===== config.mk =====
export PLATFORM = sky130hd
export DESIGN_NAME = stuff3_tx
export DESIGN_NICKNAME = d
export VERILOG_FILES = /design/src/rtl/stuff3_tx_pkg.sv /design/src/rtl/stuff_run_tracker.sv /design/src/rtl/stuff3_tx.sv
export SDC_FILE = /design/constraint.sdc
export NUM_CORES = 1
export LEC_CHECK = 0
export CELL_PAD_IN_SITES_DETAIL_PLACEMENT = 0
export CELL_PAD_IN_SITES_GLOBAL_PLACEMENT = 1
export CORE_MARGIN = 2
export CORE_UTILIZATION = 45
export DETAILED_ROUTE_END_ITERATION = 16
export DONT_BUFFER_PORTS = 1
export HOLD_SLACK_MARGIN = 0.08
export PLACE_DENSITY = 0.76
export SYNTH_ARGS = -nofsm -noshare
export SYNTH_HDL_FRONTEND = slang
export SYNTH_SLANG_ARGS = --single-unit

===== constraint.sdc =====
create_clock -name clk -period 2.64 [get_ports clk]
set_input_delay 0.528 -clock clk [delete_from_list [all_inputs] [get_ports clk]]
set_output_delay 0.528 -clock clk [all_outputs]
set_load 0.02 [all_outputs]

===== src/rtl/stuff3_tx_pkg.sv =====
// rtl/stuff3_tx_pkg.sv - shared state encoding, defaults and widths for the bit-stuffing transmitter
package stuff3_tx_pkg;

    typedef enum logic [1:0] {
        ST_IDLE  = 2'd0,
        ST_SHIFT = 2'd1,
        ST_STUFF = 2'd2
    } tx_state_t;

    localparam int DEF_W       = 4;
    localparam int DEF_MAX_RUN = 2;

    function automatic int run_len_width(input int max_run);
        return $clog2(max_run + 1);
    endfunction

endpackage


===== src/rtl/stuff_run_tracker.sv =====
// rtl/stuff_run_tracker.sv - run-length history of the line; flags when the current bit completes a run
module stuff_run_tracker
    import stuff3_tx_pkg::*;
#(
    parameter int MAX_RUN = DEF_MAX_RUN,
    parameter int RW      = run_len_width(MAX_RUN)
) (
    input  logic clk,
    input  logic rst,
    input  logic line_bit,
    input  logic bit_valid,
    output logic last_bit,
    output logic need_stuff
);

    logic [RW-1:0] run_len;
    logic [RW-1:0] next_run;

    // run_len==0 means no history yet, so the first bit always starts a fresh run
    always_comb begin
        next_run = RW'(1);
        if (line_bit == last_bit && run_len != '0) begin
            next_run = run_len + RW'(1);
        end
    end

    assign need_stuff = bit_valid && (next_run == RW'(MAX_RUN));

    always_ff @(posedge clk or posedge rst) begin
        if (rst) begin
            last_bit <= 1'b0;
            run_len  <= '0;
        end else if (bit_valid) begin
            last_bit <= line_bit;
            run_len  <= next_run;
        end
    end

endmodule


===== src/rtl/stuff3_tx.sv =====
// rtl/stuff3_tx.sv - serial LSB-first transmitter inserting a complement bit after every MAX_RUN equal line bits
module stuff3_tx
    import stuff3_tx_pkg::*;
#(
    parameter int W       = DEF_W,
    parameter int MAX_RUN = DEF_MAX_RUN
) (
    input  logic         clk,
    input  logic         rst,
    input  logic [W-1:0] din,
    input  logic         din_valid,
    output logic         din_ready,
    output logic         dout,
    output logic         dout_valid,
    output logic         dout_stuff
);

    localparam int CW = $clog2(W + 1);

    tx_state_t     state;
    logic [W-1:0]  shreg;
    logic [CW-1:0] cnt;
    logic          line_bit;
    logic          last_bit;
    logic          need_stuff;
    logic          last_data;
    logic          accept;

    always_comb begin
        line_bit = 1'b0;
        case (state)
            ST_SHIFT: line_bit = shreg[0];
            ST_STUFF: line_bit = ~last_bit;
            default:  line_bit = 1'b0;
        endcase
    end

    assign dout       = line_bit;
    assign dout_valid = (state != ST_IDLE);
    assign dout_stuff = (state == ST_STUFF);

    assign last_data = (cnt == CW'(W - 1));
    assign din_ready = (state == ST_IDLE) ||
                       (state == ST_SHIFT && last_data && !need_stuff);
    assign accept    = din_valid && din_ready;

    stuff_run_tracker #(
        .MAX_RUN (MAX_RUN)
    ) u_run (
        .clk        (clk),
        .rst        (rst),
        .line_bit   (line_bit),
        .bit_valid  (dout_valid),
        .last_bit   (last_bit),
        .need_stuff (need_stuff)
    );

    // cnt runs on to W when the final data bit is followed by a stuff bit,
    // which is how STUFF knows the word is finished
    always_ff @(posedge clk or posedge rst) begin
        if (rst) begin
            state <= ST_IDLE;
            shreg <= '0;
            cnt   <= '0;
        end else begin
            case (state)
                ST_IDLE: begin
                    if (accept) begin
                        shreg <= din;
                        cnt   <= '0;
                        state <= ST_SHIFT;
                    end
                end
                ST_SHIFT: begin
                    shreg <= shreg >> 1;
                    cnt   <= cnt + CW'(1);
                    if (need_stuff) begin
                        state <= ST_STUFF;
                    end else if (last_data) begin
                        if (accept) begin
                            shreg <= din;
                            cnt   <= '0;
                            state <= ST_SHIFT;
                        end else begin
                            state <= ST_IDLE;
                        end
                    end
                end
                ST_STUFF: begin
                    state <= (cnt == CW'(W)) ? ST_IDLE : ST_SHIFT;
                end
                default: state <= ST_IDLE;
            endcase
        end
    end

endmodule


==> results.yml <==
synth:
  syn_area_per_cell_sq_um: 8.771
  synth_area_sq_um: 850.8
  yosysMostFrequentCell: "inv_1"
  yosys_warnings: 0
  ys_ff_latch: 12
  synthFlopType: "dfrtp_1"
  synthDistinctLibCells: 30
  yosysTopAreaCell: "dfrtp_1"
  ys_seq_area_share_pct: 35.29
  synth_edf_count: 0
  synth_fp_nets: 113
  synthCells: 97
  yosysTopAreaCellShare_pct: 35.29
  synthArstFlopShare_pct: 100.0
  synth.area.top_cells: "dfrtp_1 (35%), ha_1 (13%), inv_1 (5.7%), nand2_1 (4.4%), o21ai_0 (4.1%)"
  netlist_top_cells_count: "inv_1 (13), dfrtp_1 (12), nand2_1 (10), ha_1 (9)"
critical_path:
  arrival_ns: 2.00
  worstPathRequired_ns: 2.11
  worstSetupPathType: "flip-flop to primary output"
  crit_slowest_cell: "dfrtp_1"
  endpoint_kind: "primary output"
  critPathBufInv: 1
  cp_cell_sequence: "inv_1 > ha_1 > nor2b_1 > a221oi_4 > and3_4 > nor2_1"
  cp_slowest_stage_delay_ns: 0.41
  worstSetupStartpointType: "flip-flop"
  path_max_fanout: 6
  cpLargestDelayFamily: "simple AND/OR/NAND/NOR gates"
detailed_routing:
  wl_per_cell_um: 14.33
  vias: 680
  remaining_drc_errors: 0
  wl_um: 1791
  drtIter0Drc: 10
  ant_nets: 0
  viasPerCell: 5.440
  drt_first_pass_iters: 4
place:
  portBuffers: 0
  place_congestion: 0.7858
  hpwl_um: 1347
finish:
  finalCoreUtilization_pct: 52.83
  filler_cell_count: 178
  syn_to_final_growth_pct: 8.382
  drive_gt1_share_pct: 12.00
  antenna_cells: 0
  nNetsFinal: 117
timing:
  tns_ns: 0
  whs_ns: 0.1465
  drv_slew: 0
  finClkSkew_ns: 0.004410
  hold_viol: 0
  min_period_ns: 2.530
  period_share_pct: 95.83
  fmax_mhz: 395.3
  setup_viol: 0
  worst-slew-pin-transition_ns: 0.6099
  rsz0062_at_grt: "false"
  slew_headroom_pct: 58.97
cts:
  postCtsSetupBuffers: 0
  cts_max_path_buffers: 2
  cts.clk_slew.worst_paths_ns: 0.08
  cts_buffers: 3
  cts_tree: "built"
  insertion_delay_ns: 0.28
  cts.sinks: 12
  htreeDepth: 1
  ctsRootBufferMaster: "clkbuf_4"
power_and_ir_drop:
  clkPwrFrac_pct: 12.6
  powerDensity_nw_per_um2: 1280
  p_leak_nw: 0.4166
  p_int_uw: 625.6
  pwr-share-seq_pct: 28.2
  p_comb_share_pct: 59.2
  swShare_pct: 46.98
  switchingPower_uw: 554.4
  ir_worst_vdd_mv: 0.5408
job:
  drv_cap: 0
global_routing:
  grt_pass1_wl_um: 3001
  grt_start_max_net_pins: 13
  grt_use_total_pct: 19.36
  grt_pass1_vias: 662
  antenna_found_initial: 0
  grt.overflow.total: 0
status:
  status: "finished, final reports clean"
floorplanning:
  io_pins: 11
  die_y_um: 47.48
  chipWidth_um: 47.48
  row_count: 15
  die_area_sq_um: 2254
  coreArea_sq_um: 1745
  start_util_pct: 48.75
min_path:
  min_path_type: "primary input to asynchronous set/reset pin"
## final timing paths
check,start,slack (ns),end,depth (start not counted)
worst max-delay path,state[0],0.11,din_ready,6
min in group clk,din[3],0.38,shreg[3],2
worst min register to register,shreg[3],0.53,shreg[3],2
worst max register to register,state[0],0.58,cnt[2],7
worst min-delay path,rst,0.15,u_run.run_len[1],1
max in group asynchronous,rst,2.17,state[0],1
## worst reg2reg max path, stage by stage (launching register included)
cell,delay (ns)
dfrtp_1,0.41
inv_1,0.08
ha_1,0.34
nor2b_1,0.17
a221oi_4,0.34
and3_4,0.27
mux2i_1,0.23
a22o_1,0.15
## layout make-up
type                    count  area [sq um]  area share, %
clock buffers               4         36.28          3.935
inverters                  13         48.80          5.292
multi-input cells          69         490.5          53.19
flip-flops and latches     12         300.3          32.56
well taps                  25         31.28          3.392
repair buffers              2         15.01          1.628
## layout by cell type (no fill, tap or decap), drive strengths merged, types with 4 or more instances in the layout
cell type   n
inv        13
dfrtp      12
nand2      10
ha          9
o21ai       9
nor2        7
a21oi       6
a31oi       4
clkbuf      4
## sequential cells by signal, summed over array words and instances, names as in the netlist
name,flops
cnt,3
shreg,4
state,2
u_run.last_bit,1
u_run.run_len,2
## what timing repair did
| action | in CTS | in global routing |
|---|---|---|
| endpoints found under the hold margin | 0 | 0 |
| hold buffers | 0 | 0 |
| gates cloned | 0 | 0 |
| setup endpoints to repair | 1 | 1 |
| gates resized for setup | 1 | 2 |
## stage by stage
step | instances | setup slack, ns | cell area (sq um) | power (mW)
global route | 125 | 0.01301 | 922.1 | 1.302
finish | 125 | 0.1101 | 922.1 | 1.180
global placement | 121 | 0.3907 | 878.3 | 1.008
floorplan | 97 | 0.4539 | 850.8 | 0.8907
detailed placement | 121 | 0.3155 | 878.3 | 1.028
CTS | 125 | 0.05044 | 915.9 | 1.184
## per-layer routing
metal	up-vias	wire length [um]	global-route usage [%]
met1	323	879	24.59
met2	9	834	32.16
met5	-	0	0
li1	344	-	-
met4	0	27	8.333
met3	4	49	3.396
## power groups by stage
stage / combinational [mW] / sequential (mW) / clock (mW)
floorplan: 0.574 / 0.317 / 0
detailed placement: 0.692 / 0.336 / 0
global placement: 0.677 / 0.331 / 0
global route: 0.794 / 0.345 / 0.162
CTS: 0.700 / 0.333 / 0.151
finish: 0.699 / 0.333 / 0.148
## kinds of logic after synthesis
logic type	after synthesis	synth area share, %
flops	12	35.29
fa+ha+maj	9	13.24
buf+inv	16	7.942
mux	3	3.676
compound gates	31	25.59
simple gates	26	14.26
No activity file was read; power rests on OpenSTA's default activity.
